--- src/rtl/shifter_32bit_pipe_lo.sv ---
// Low-order stages (8/4/2/1) of the 32-bit log shifter.
// Two registered stages behind a valid/ready handshake.
module shifter_32bit_pipe_lo #(
  parameter bit ARITH = 1'b1
) (
  input  logic        CLK,
  input  logic        RST_N,
  input  logic        IN_VALID,
  output logic        IN_READY,
  input  logic        SH_DIR,
  input  logic [4:0]  SH_AMT,
  input  logic [31:0] D_IN,
  output logic        OUT_VALID,
  input  logic        OUT_READY,
  output logic [31:0] D_OUT
);

  typedef struct packed {
    logic [31:0] data;
    logic        dir;
    logic [1:0]  amt;
  } s1_t;

  s1_t         s1_q;
  s1_t         s1_d;
  logic        s1_valid;
  logic [31:0] s1_sh8;
  logic [31:0] s2_sh2;
  logic [31:0] s2_d;
  logic        s2_free;
  logic        s1_adv;
  logic        accept;
  logic        unused_amt;

  // Bit 4 was consumed by the 16-position stage.
  assign unused_amt = SH_AMT[4];

  function automatic logic [31:0] stage_sh(
    input logic [31:0] d,
    input logic        dir,
    input logic        en,
    input logic [4:0]  n
  );
    logic [63:0] t;
    logic        fill;
    fill = ARITH && d[31];
    t = {{32{fill}}, d} >> n;
    if (!en)
      return d;
    else if (dir)
      return t[31:0];
    else
      return d << n;
  endfunction

  assign s2_free  = !OUT_VALID || OUT_READY;
  assign s1_adv   = s1_valid && s2_free;
  assign IN_READY = RST_N && (!s1_valid || s2_free);
  assign accept   = IN_VALID && IN_READY;

  // S1 datapath: shift by 8 then by 4.
  always_comb begin
    s1_sh8      = stage_sh(D_IN, SH_DIR, SH_AMT[3], 5'd8);
    s1_d        = '0;
    s1_d.data   = stage_sh(s1_sh8, SH_DIR, SH_AMT[2], 5'd4);
    s1_d.dir    = SH_DIR;
    s1_d.amt    = SH_AMT[1:0];
  end

  // S2 datapath: shift by 2 then by 1.
  always_comb begin
    s2_sh2 = stage_sh(s1_q.data, s1_q.dir, s1_q.amt[1], 5'd2);
    s2_d   = stage_sh(s2_sh2, s1_q.dir, s1_q.amt[0], 5'd1);
  end

  // S1 register: loads on accept, empties when it advances.
  always_ff @(posedge CLK) begin
    if (!RST_N) begin
      s1_q     <= '0;
      s1_valid <= 1'b0;
    end else if (accept) begin
      s1_q     <= s1_d;
      s1_valid <= 1'b1;
    end else if (s1_adv) begin
      s1_valid <= 1'b0;
    end
  end

  // S2 register: holds under backpressure, drains on consume.
  always_ff @(posedge CLK) begin
    if (!RST_N) begin
      D_OUT     <= '0;
      OUT_VALID <= 1'b0;
    end else if (s1_adv) begin
      D_OUT     <= s2_d;
      OUT_VALID <= 1'b1;
    end else if (OUT_READY) begin
      OUT_VALID <= 1'b0;
    end
  end

endmodule
--- config.mk ---
export PLATFORM = sky130hd
export DESIGN_NAME = shifter_32bit_pipe_lo
export DESIGN_NICKNAME = d
export VERILOG_FILES = /design/src/rtl/shifter_32bit_pipe_lo.sv
export SDC_FILE = /design/constraint.sdc
export NUM_CORES = 1
export LEC_CHECK = 0
export ABC_AREA = 1
export CAP_MARGIN = 40
export CELL_PAD_IN_SITES_DETAIL_PLACEMENT = 1
export CELL_PAD_IN_SITES_GLOBAL_PLACEMENT = 2
export CORE_ASPECT_RATIO = 1.75
export CORE_UTILIZATION = 35
export DETAILED_ROUTE_END_ITERATION = 8
export DONT_BUFFER_PORTS = 1
export GPL_ROUTABILITY_DRIVEN = 0
export PLACE_DENSITY = 0.94
export RECOVER_POWER = 25
export SLEW_MARGIN = 20
export SYNTH_ARGS = -nofsm -noshare
export SYNTH_HDL_FRONTEND = slang
export SYNTH_SLANG_ARGS = --single-unit
--- constraint.sdc ---
create_clock -name CLK -period 2.9 [get_ports CLK]
set_input_delay 0.725 -clock CLK [delete_from_list [all_inputs] [get_ports CLK]]
set_output_delay 0.725 -clock CLK [all_outputs]
set_load 0.05 [all_outputs]
==> flow_summary_export.csv <==
group,metric,value,unit
placed_design,numPortBuffers,0,
global_routing,overflow,0,
worst_setup_path,crit_path_cell_trace,"buf_4 -> nand3_1 -> nand2_1 -> inv_1",
cells_and_area,multiInputGateArea,0.00318,mm2
worst_setup_path,path_buf_inv,2,
worst_setup_path,worst-setup-path-type,"reg2out",
cells_and_area,final_cell_count_no_fill,1065,
global_routing,grt_max_degree,68,
power,pwr_per_cell_area,537,mW/mm2
floorplan,pin_count,76,
drt,route.detailed.wl_per_inst,15.0,um
cells_and_area,layout-area-overhead-vs-synth,5.68,%
drt,final_wl,16000,um
power,total_leakage_power,2.62,nW
sta,layout_worst_path_cycle_share,0.775,
floorplan,start_util,0.361,
drt,drt-vias-per-instance,5.26,
clock_tree,cts-root-to-sink-buffers,2,
placed_design,placed_cell_area,0.00502,mm2
clock_tree,cts.htree.levels,3,
sta,tightestPinTransition,1110,ps
cells_and_area,sequential_cell_area,0.00138,mm2
sta,setup_viol_count_final,0,
power,max-vdd-ir-drop,0.222,mV
worst_hold_path,worstHoldStart,"s1_q[4]",
sta,worst_relative_slew_slack,0.260,
cells_and_area,final_common_cell,"sky130_fd_sc_hd__nand2_1",
worst_setup_path,critPathMaxStageDelay,340,ps
drt,detail_route.first_pass.iterations,4,
drt,dr.first_iter.drc_count,154,
clock_tree,cts_repair_resize_count,0,
sta,unrepaired_setup_endpoints_after_global_routing,"false",
floorplan,die-height,161,um
worst_hold_path,hold_class,"reg2reg",
cells_and_area,drive_gt1_frac,0.0360,
placed_design,dpl_worst_slack,773,ps
cells_and_area,fin_nets,926,
floorplan,die_x,92.8,um
worst_setup_path,timing.critical_path.slowest_stage_cell,"sky130_fd_sc_hd__inv_1",
yosys,ys.warnings.count,0,
global_routing,groute.usage.overall,0.225,
drt,detail-route-antenna-nets,0,
yosys,ys_seq_elements,69,
yosys,post_synthesis_cell_area,0.00505,mm2
clock_tree,cts-hold-fix-buffers,0,
sta,clock_skew,6.75,ps
worst_setup_path,timing.critical_path.fanout_max,3,
clock_tree,cts_num_sinks,69,
drt,drcViolationCount,0,
clock_tree,clk_latency,340,ps
floorplan,area_of_the_die,0.0149,mm2
cells_and_area,antenna_cells,0,
worst_setup_path,cpLargestDelayFamily,"buffers and inverters",
floorplan,rows,57,
sta,max_freq,445,MHz
worst_setup_path,critPathRequiredTime,2170,ps
worst_setup_path,worst_r2r_startpoint,"OUT_VALID",
cells_and_area,mostFrequentLayoutCells,"sky130_fd_sc_hd__nand2_1 (405), sky130_fd_sc_hd__nand3_1 (182), sky130_fd_sc_hd__nor2_1 (102)",
sta,maxSlewViolCount,0,
worst_setup_path,critical_path.endpoint_type,"output port",
cells_and_area,final_util,0.382,
placed_design,dp_hpwl,11700,um
floorplan,design.core.area,0.0140,mm2
sta,fin_ws,652,ps
clock_tree,cts_post_setup_buffers_inserted,0,
yosys,synth_cell_types,23,
yosys,sequential_area_share_after_synthesis,0.274,
clock_tree,tritoncts,"built",
yosys,synthesis.instances,929,
worst_setup_path,critical_path_arrival,1520,ps
sta,post-route-min-period,2250,ps
sta,final.setup.tns,0,ps
worst_setup_path,worstSetupStartpointType,"flop",
global_routing,antenna_found_initial,0,
placed_design,placed_cells,1050,
drt,total_via_count_after_detailed_routing,5598,
clock_tree,path_clk_slew,50,ps
yosys,post_synthesis_average_cell_area,5.43,um2
cells_and_area,final.fill_count,2043,
clock_tree,clock-root-buffer,"sky130_fd_sc_hd__clkbuf_16",
global_routing,grt_pass1_wl,27300,um
power,post-layout-total-power,2.86,mW
sta,hold-worst-slack,490,ps
worst_setup_path,critical_path.startpoint,"OUT_VALID",
run_status,outcome,"finished clean",
yosys,syn_nets,971,
run,drv_cap,0,
sta,fin_hold_viols,0,
clock_tree,tritoncts.num_buffers,9,
cells_and_area,stdcell_area,0.00533,mm2
global_routing,grt_pass1_vias,5605,
[cells in the mapped netlist (all sizes together)]
cell type,number,area [um2]
and2,2,12.5
o21a,2,15.0
inv,35,134
nor2,103,394
a21oi,17,85.1
o21ai,41,205
nor3,2,10.0
clkbuf,13,48.8
nand2,406,1530
a21boi,1,7.51
nand3,183,921
nand4,1,6.26
buf,54,300
dfxtp,69,1380
[per-layer routing]
layer,wire [um],global-route usage,up-vias
li1,-,-,2858
met1,6880,0.262,2609
met2,8100,0.399,104
met3,653,0.0445,27
met4,384,0.0839,0
met5,0,0,-
[cell type report]
cell class,count,share of cell area
multi-input combinational,758,0.597
sequential,69,0.259
clock inverter,4,0.0136
inverter,35,0.0251
timing repair buffer,11,0.0185
tap,177,0.0415
clock buffer,11,0.0455
[worst reg2reg max path, cell delays in order (launching register included)]
cell	delay, ps
sky130_fd_sc_hd__dfxtp_1	320
sky130_fd_sc_hd__buf_4	200
sky130_fd_sc_hd__nand3_1	260
sky130_fd_sc_hd__nand3_1	200
sky130_fd_sc_hd__clkbuf_1	670
sky130_fd_sc_hd__nand2_1	160
sky130_fd_sc_hd__inv_1	100
sky130_fd_sc_hd__nor2_1	50
[sequential cells by signal (all words and copies together) (netlist names)]
signal and flops:
D_OUT 32, s1_valid 1, OUT_VALID 1, s1_q 35
[final timing paths]
path                    to  slack (ps)  cells past startpoint
setup / recovery  IN_READY         650                      4
hold reg to reg    s1_q[4]         490                      2
setup reg to reg  s1_q[20]         830                      7
hold / removal     s1_q[4]         490                      2
[report_power, final]
part | internal [mW] | switching (mW)
sequential | 1.02 | 0.153
clock | 0.769 | 0.399
combinational | 0.168 | 0.354
[logic make-up (layout without fill, tap and decap cells)]
| family | after synthesis | count (layout) | share of synthesized area |
|---|---|---|---|
| AOI/OAI and AO/OA | 61 | 61 | 0.0620 |
| and+or+nand+nor | 697 | 697 | 0.569 |
| DFF | 69 | 69 | 0.274 |
| buffers and inverters | 102 | 61 | 0.0957 |
No activity file was read; power rests on OpenSTA's default activity.
